**src/rtl/spi_byte_rx.sv**
```systemverilog
// SPI mode-0 slave byte receiver for the LED-cube host link.
// All pins are resynchronised into clk_in; each completed byte yields a one-cycle strobe.
module spi_byte_rx #(
  parameter int SYNC_STAGES = 2,
  parameter bit MSB_FIRST   = 1'b1
) (
  input  logic       clk_in,
  input  logic       rst_n_in,
  input  logic       spi_sclk_in,
  input  logic       spi_mosi_in,
  input  logic       spi_cs_n_in,
  input  logic       spi_dc_in,
  output logic       byte_rdy_out,
  output logic [7:0] byte_data_out,
  output logic       dc_out
);

  logic [SYNC_STAGES-1:0] sclk_sync_r;
  logic [SYNC_STAGES-1:0] mosi_sync_r;
  logic [SYNC_STAGES-1:0] cs_sync_r;
  logic [SYNC_STAGES-1:0] dc_sync_r;

  logic       sclk_s;
  logic       mosi_s;
  logic       cs_s;
  logic       dc_s;
  logic       sclk_d_r;
  logic       rise_s;
  logic       take_s;
  logic       complete_s;
  logic       dc_next_s;
  logic       dc_shadow_r;
  logic [7:0] shift_next_s;
  logic [7:0] shift_r;
  logic [2:0] bit_cnt_r;
  logic       byte_rdy_r;
  logic [7:0] byte_data_r;
  logic       dc_r;

  // Equal-depth synchronisers keep SCK, MOSI, CS_N and DC aligned; CS_N idles deselected.
  always_ff @(posedge clk_in or negedge rst_n_in) begin
    if (!rst_n_in) begin
      sclk_sync_r <= '0;
      mosi_sync_r <= '0;
      cs_sync_r   <= '1;
      dc_sync_r   <= '0;
    end else begin
      sclk_sync_r <= {sclk_sync_r[SYNC_STAGES-2:0], spi_sclk_in};
      mosi_sync_r <= {mosi_sync_r[SYNC_STAGES-2:0], spi_mosi_in};
      cs_sync_r   <= {cs_sync_r[SYNC_STAGES-2:0], spi_cs_n_in};
      dc_sync_r   <= {dc_sync_r[SYNC_STAGES-2:0], spi_dc_in};
    end
  end

  assign sclk_s = sclk_sync_r[SYNC_STAGES-1];
  assign mosi_s = mosi_sync_r[SYNC_STAGES-1];
  assign cs_s   = cs_sync_r[SYNC_STAGES-1];
  assign dc_s   = dc_sync_r[SYNC_STAGES-1];
  assign rise_s = sclk_s & ~sclk_d_r;

  // Previous synchronised SCK for rising-edge detection.
  always_ff @(posedge clk_in or negedge rst_n_in) begin
    if (!rst_n_in) begin
      sclk_d_r <= 1'b0;
    end else begin
      sclk_d_r <= sclk_s;
    end
  end

  // Bit acceptance; a counter still at 7 while CS has just risen lets the last bit complete.
  always_comb begin
    complete_s   = 1'b0;
    take_s       = 1'b0;
    shift_next_s = shift_r;
    dc_next_s    = dc_shadow_r;
    if (rise_s) begin
      complete_s = (bit_cnt_r == 3'd7);
      take_s     = ~cs_s | complete_s;
    end else begin
      complete_s = 1'b0;
      take_s     = 1'b0;
    end
    if (take_s) begin
      if (MSB_FIRST) begin
        shift_next_s = {shift_r[6:0], mosi_s};
      end else begin
        shift_next_s = {mosi_s, shift_r[7:1]};
      end
      dc_next_s = dc_s;
    end else begin
      shift_next_s = shift_r;
      dc_next_s    = dc_shadow_r;
    end
  end

  // Shift register, DC shadow and bit counter.
  always_ff @(posedge clk_in or negedge rst_n_in) begin
    if (!rst_n_in) begin
      shift_r     <= 8'h00;
      dc_shadow_r <= 1'b0;
      bit_cnt_r   <= 3'd0;
    end else begin
      shift_r     <= shift_next_s;
      dc_shadow_r <= dc_next_s;
      if (cs_s) begin
        bit_cnt_r <= 3'd0;
      end else if (rise_s) begin
        bit_cnt_r <= bit_cnt_r + 3'd1;
      end else begin
        bit_cnt_r <= bit_cnt_r;
      end
    end
  end

  // Completed byte and DC are captured once and held until the next byte.
  always_ff @(posedge clk_in or negedge rst_n_in) begin
    if (!rst_n_in) begin
      byte_rdy_r  <= 1'b0;
      byte_data_r <= 8'h00;
      dc_r        <= 1'b0;
    end else begin
      byte_rdy_r <= complete_s;
      if (complete_s) begin
        byte_data_r <= shift_next_s;
        dc_r        <= dc_next_s;
      end else begin
        byte_data_r <= byte_data_r;
        dc_r        <= dc_r;
      end
    end
  end

  assign byte_rdy_out  = byte_rdy_r;
  assign byte_data_out = byte_data_r;
  assign dc_out        = dc_r;

endmodule

```
**config.mk**
```make
export PLATFORM = sky130hd
export DESIGN_NAME = spi_byte_rx
export DESIGN_NICKNAME = d
export VERILOG_FILES = /design/src/rtl/spi_byte_rx.sv
export SDC_FILE = /design/constraint.sdc
export NUM_CORES = 1
export LEC_CHECK = 0
export ABC_AREA = 1
export ABC_CLOCK_PERIOD_IN_PS = 3200
export CAP_MARGIN = 20
export CORE_MARGIN = 3
export CORE_UTILIZATION = 45
export CTS_BUF_LIST = sky130_fd_sc_hd__clkbuf_2
export DETAILED_ROUTE_END_ITERATION = 8
export PLACE_DENSITY = 0.76
export SLEW_MARGIN = 20
export SYNTH_ARGS = -nofsm -noshare
export SYNTH_HDL_FRONTEND = slang
export SYNTH_SLANG_ARGS = --single-unit
```
**constraint.sdc**
```tcl
create_clock -name clk_in -period 3.2 [get_ports clk_in]
set_input_delay 0.96 -clock clk_in [delete_from_list [all_inputs] [get_ports clk_in]]
set_output_delay 0.96 -clock clk_in [all_outputs]
set_load 0.005 [all_outputs]
```
==> results of run 1 <==
metrics by stage:
stage	hold WS (ps)	power [uW]	area, sq um	setup WS, ps	cells
global route	375.3	729.6	1426	908.1	169
CTS	366.5	697.8	1426	978.0	169
global placement	332.9	506.0	1386	1168	161
floorplan	331.2	485.6	1210	1859	117
detailed placement	337.0	510.5	1386	1119	161
finish	364.9	687.4	1426	1001	169
registers in the layout (all words and copies together), names as in the netlist:
register	count
byte_rdy_out	1
bit_cnt_r	3
dc_sync_r	2
byte_data_out	8
sclk_sync_r	2
cs_sync_r	2
dc_out	1
sclk_d_r	1
mosi_sync_r	2
dc_shadow_r	1
shift_r	8
path summary, 6_finish.rpt:
check                      slack (ps)  cells past startpoint                           end                    startpoint
hold reg to reg                   360                      0        cs_sync_r[1]$_DFF_PN1_        cs_sync_r[0]$_DFF_PN1_
setup / recovery                 1000                      1              byte_data_out[7]  byte_data_out[7]$_DFFE_PN0P_
min in group asynchronous         960                      1          shift_r[7]$_DFF_PN0_                      rst_n_in
hold / removal                    360                      0        cs_sync_r[1]$_DFF_PN1_        cs_sync_r[0]$_DFF_PN1_
max in group asynchronous        1560                      2  byte_data_out[4]$_DFFE_PN0P_                      rst_n_in
setup reg to reg                 1560                      7  byte_data_out[4]$_DFFE_PN0P_      bit_cnt_r[0]$_DFFE_PN0P_
routing by layer:
metal,up-vias,share of wire
met5,-,0
met2,26,0.45
li1,401,-
met1,367,0.47
met4,0,0.033
met3,11,0.048
cell families after synthesis:
family	count (synthesis)
xor+xnor	1
fa+ha+maj	2
flops	31
compound gates	2
simple gates	64
buf+inv	17
power groups by stage:
stage               registers (uW)  logic (uW)  clock network [uW]
global route                   435        84.1                 210
finish                         431        71.5                 184
CTS                            432        72.0                 194
detailed placement             439        71.3                   0
floorplan                      436        49.5                   0
global placement               437        68.7                   0
layout by cell type (no fill, tap or decap), types with 2 or more instances in the layout:
master	instances
a21oi_1	2
and2_1	9
clkbuf_2	8
clkdlybuf4s50_1	15
dfrtp_1	29
dfstp_2	2
ha_1	2
inv_1	12
inv_2	3
nand2_1	31
nand2_4	2
nand3_1	18
final cells by class:
| type | count | area, sq um | share of cell area |
|---|---|---|---|
| Clock buffer | 8 | 40.04 | 0.02807 |
| Inverter | 15 | 56.30 | 0.03947 |
| Multi-Input combinational cell | 69 | 356.6 | 0.2500 |
| Sequential cell | 31 | 778.2 | 0.5456 |
| Tap cell | 30 | 37.54 | 0.02632 |
| Timing Repair Buffer | 16 | 157.7 | 0.1105 |
==> out/metrics.cfg, run 1 <==
[run_status]
status=finished clean

[setup_path]
cp_slowest_stage_delay_ps=500
cp_max_fo=2
cp.required_ps=2240
arrival_ps=1240
path_delay_family=buffers and inverters
critPathKind=flop to primary output
setup.worst_path.start_class=flop
worstSetupEndpointType=primary output
cp_slowest_cell=clkdlybuf4s50_1
cp.buffers_inverters=1
crit_chain=clkdlybuf4s50_1

[grt]
grt_overflow=0
grt_max_degree=19
grtUsageMet2=0.2097
grt_util_met3=0.05122
grtUsageMet1=0.2050
track_usage=0.1535
antenna_found_initial=0
first_global_vias=835
grt_pass1_wl_mm=3.760
busiest_layer=met2

[yosys]
yosysTopAreaCell=dfrtp_1
synthesis.nets=125
synth_mux_area_frac=0
syn-cell-area_sq_mm=0.001210
synth_flop_cell=dfrtp_1
synthTopCellsByCount=31 x nand2_1, 29 x dfrtp_1, 18 x nand3_1
syn_inst=117
synth-seq-area-share=0.6432
yosys.area_share.simple=0.2585
synth_xor_area_frac=0.007239
ys_types=17
synth_top_family_by_area=simple AND/OR/NAND/NOR gates
ys_warn_count=0
yosysTopAreaCellShare=0.5998
synthTopCellsByArea=dfrtp_1 60%, nand2_1 9.6%, nand3_1 7.4%
synth_compound_area_frac=0.008273
synth_seq_cells=31
syn_avg_cell_area_sq_um=10.34
synth_most_common_cell=nand2_1
synthAdderAreaFrac=0.02068
synthArstFlopShare=1.000
synth-edff-count=0

[die]
num_rows=18
die_w_um=57.85
start_util=0.4797
die_h_um=57.85
io_pins=16
core-area_sq_mm=0.002522
fp.dieArea_sq_mm=0.003347

[cts]
clock-sinks=31
path_clk_slew_ps=150
root_buffer=clkbuf_2
cts_resized=0
clk_latency_ps=350
cts_setup_buffers=0
cts_hold_buf=0
cts_buffers=5
cts_tree=yes
ctsLongestPathBuffers=2
htreeDepth=2

[pwr]
comb_power_share=0.104
switching_power_uw=172.8
vdd_drop_max_mv=0.3667
p_sw_frac=0.2514
intPower_uw=514.6
p_leak_uw=0.0007296
power.density_mw_per_mm2=481.9
power_frac_seq=0.628
pwr-share-clk=0.268

[route]
drc=0
drt_iter0_markers=16
wl_per_cell_um=12.05
first_pass_iters=4
dr_total_vias=805
vias_per_cell=4.763
wl_mm=2.037
ant_nets=0

[timing]
finalCriticalPeriod_ps=2199
hold_violations=0
tightest_slew_ps=614.6
tns_ps=0
relSlewSlack=0.5890
finalSetupViolations=0
finalCritPeriodShare=0.6871
rsz0062_at_grt=no
max_freq_mhz=454.8
finalMaxSlewViolations=0
skew_ps=14.00

[layout]
num_antenna_cells=0
fill_cells=246
area_growth_pct=17.89
finish.utilization=0.5655
drive_gt1_frac=0.1367
final_nets=146

[placement]
dp_hpwl_mm=1.393
place_congestion=0.7161
io_buffers=15

[run]
drv_cap=0

[worst_hold_path]
min_path_type=flop to flop

(Power assumes the default switching activity.)
==> run 2, diff against run 1 <==
--- a/config.mk
+++ b/config.mk
@@ -6,7 +6,7 @@
 export NUM_CORES = 1
 export LEC_CHECK = 0
 export ABC_AREA = 1
-export ABC_CLOCK_PERIOD_IN_PS = 3200
+export ABC_CLOCK_PERIOD_IN_PS = 2100
 export CAP_MARGIN = 20
 export CORE_MARGIN = 3
 export CORE_UTILIZATION = 45
==> constraint.sdc (replaced) <==
create_clock -name clk_in -period 2.1 [get_ports clk_in]
set_input_delay 0.63 -clock clk_in [delete_from_list [all_inputs] [get_ports clk_in]]
set_output_delay 0.63 -clock clk_in [all_outputs]
set_load 0.005 [all_outputs]
==> run 2 against run 1 <==
  * Die area unchanged
  * Utilization up 0.20 points
  * Count of clock-buffer cells in the layout down 2
  * Via count up 1.2%
  * Final area up 0.35%
  * Clock power up 46%
  * Combinational power up 52%
  * Clock skew up 1.5 ps
  * First-iteration DRC count down 19%
  * Largest power group unchanged
==> out/metrics.cfg, run 2 (synthesized netlist as in run 1, its figures left out) <==
[route]
drc=0
vias_per_cell=4.794
ant_nets=0
first_pass_iters=4
wl_mm=1.935
dr_total_vias=815
drt_iter0_markers=13
wl_per_cell_um=11.38

[pwr]
power.total_uw=1035
p_leak_uw=0.0007299
intPower_uw=765.7
power.density_mw_per_mm2=722.7
p_sw_frac=0.2598
pwr-share-clk=0.260
comb_power_share=0.106
power_frac_seq=0.635
vdd_drop_max_mv=0.5104
switching_power_uw=268.8

[grt]
grt_overflow=0
grt_max_degree=32
first_global_vias=823
track_usage=0.1455
antenna_found_initial=0
grt_pass1_wl_mm=3.546

[cts]
cts_buffers=5
ctsLongestPathBuffers=2
htreeDepth=2
clk_latency_ps=360
root_buffer=clkbuf_2
clock-sinks=31
cts_tree=yes
path_clk_slew_ps=150
cts_setup_buffers=0
cts_resized=0
cts_hold_buf=0

[die]
num_rows=18
fp.dieArea_sq_mm=0.003347
io_pins=16
start_util=0.4797
die_h_um=57.85
core-area_sq_mm=0.002522
die_w_um=57.85

[layout]
stdcell_count=170
fill_cells=224
area_growth_pct=18.30
final_cell_mix=31 x nand2_1, 29 x dfrtp_1, 18 x nand3_1, 15 x clkdlybuf4s50_1, 12 x inv_1
final_nets=147
drive_gt1_frac=0.1286
num_antenna_cells=0
final_common_cell=nand2_1

[timing]
rsz0062_at_grt=no
hold_slack_ps=363.7
skew_ps=15.55
tightest_slew_ps=372.0
finalMaxSlewViolations=0
relSlewSlack=0.7520
max_freq_mhz=532.1
hold_violations=0
finalSetupViolations=0
finalCriticalPeriod_ps=1879
tns_ps=0
finalCritPeriodShare=0.8949

[setup_path]
arrival_ps=1250
cp_max_fo=2
worstSetupEndpointType=primary output
critPathKind=flop to primary output
path_delay_family=buffers and inverters
setup.worst_path.start_class=flop
cp.required_ps=1470
cp.buffers_inverters=1
cp_slowest_stage_delay_ps=510
cp_slowest_cell=clkdlybuf4s50_1
crit_chain=clkdlybuf4s50_1

[run]
drv_cap=0

[placement]
io_buffers=15
dp_hpwl_mm=1.330
place_congestion=0.7039
placedCellCount=162

[worst_hold_path]
min_path_type=flop to flop

[run_status]
status=finished clean

-- run 2: cell types whose count changed in the layout (fill, tap and decap cells not counted) --
cell and delta:
clkinv_1 +2, clkbuf_2 -2, buf_4 +1
-- run 2: worst reg2reg max path: cells and delay by family, from the launching register on --
| kind | cells | cell delay (ps) |
|---|---|---|
| and+or+nand+nor | 4 | 470 |
| DFF | 1 | 420 |
| adders and majority gates | 2 | 370 |
| buffers and inverters | 1 | 120 |
-- run 2: path summary, 6_finish.rpt --
path                                               from  depth (start not counted)  slack (ps)                           end
setup / recovery           byte_data_out[6]$_DFFE_PN0P_                          1         220              byte_data_out[6]
hold / removal                   dc_sync_r[0]$_DFF_PN0_                          0         360        dc_sync_r[1]$_DFF_PN0_
setup reg to reg               bit_cnt_r[0]$_DFFE_PN0P_                          7         640          shift_r[1]$_DFF_PN0_
hold reg to reg                  dc_sync_r[0]$_DFF_PN0_                          0         360        dc_sync_r[1]$_DFF_PN0_
max in group asynchronous                      rst_n_in                          2        1140        cs_sync_r[1]$_DFF_PN1_
min in group asynchronous                      rst_n_in                          2         630  byte_data_out[5]$_DFFE_PN0P_
-- run 2: power by group through the flow --
stage,clock [uW],combinational [uW],sequential [uW]
2_1_floorplan,0,75.4,665
3_3_place_gp,0,104,667
3_5_place_dp,0,109,669
4_1_cts,278,111,657
5_1_grt,307,129,662
6_report,269,109,657
-- run 2: area by class of cell --
class | count | area, sq um | area share
clock buffers | 6 | 30.03 | 0.02098
clock inverters | 2 | 7.507 | 0.005245
inverters | 15 | 56.30 | 0.03934
multi-input cells | 69 | 356.6 | 0.2491
flip-flops and latches | 31 | 778.2 | 0.5437
well taps | 30 | 37.54 | 0.02622
repair buffers | 17 | 165.2 | 0.1154
-- run 2: metrics by stage --
step / util / area [sq um] / setup WS, ps
floorplan: - / 1210 / 758.9
global placement: 0.5526 / 1394 / 645.9
detailed placement: 0.5526 / 1394 / 629.5
CTS: 0.5675 / 1431 / 205.9
global route: 0.5675 / 1431 / 142.7
finish: 0.5675 / 1431 / 220.7
-- run 2: per-layer routing --
metal / track usage / wire length, um
met1: 0.1672 / 850
met2: 0.2323 / 927
met5: 0 / 0
met4: 0.06291 / 46
met3: 0.06904 / 111
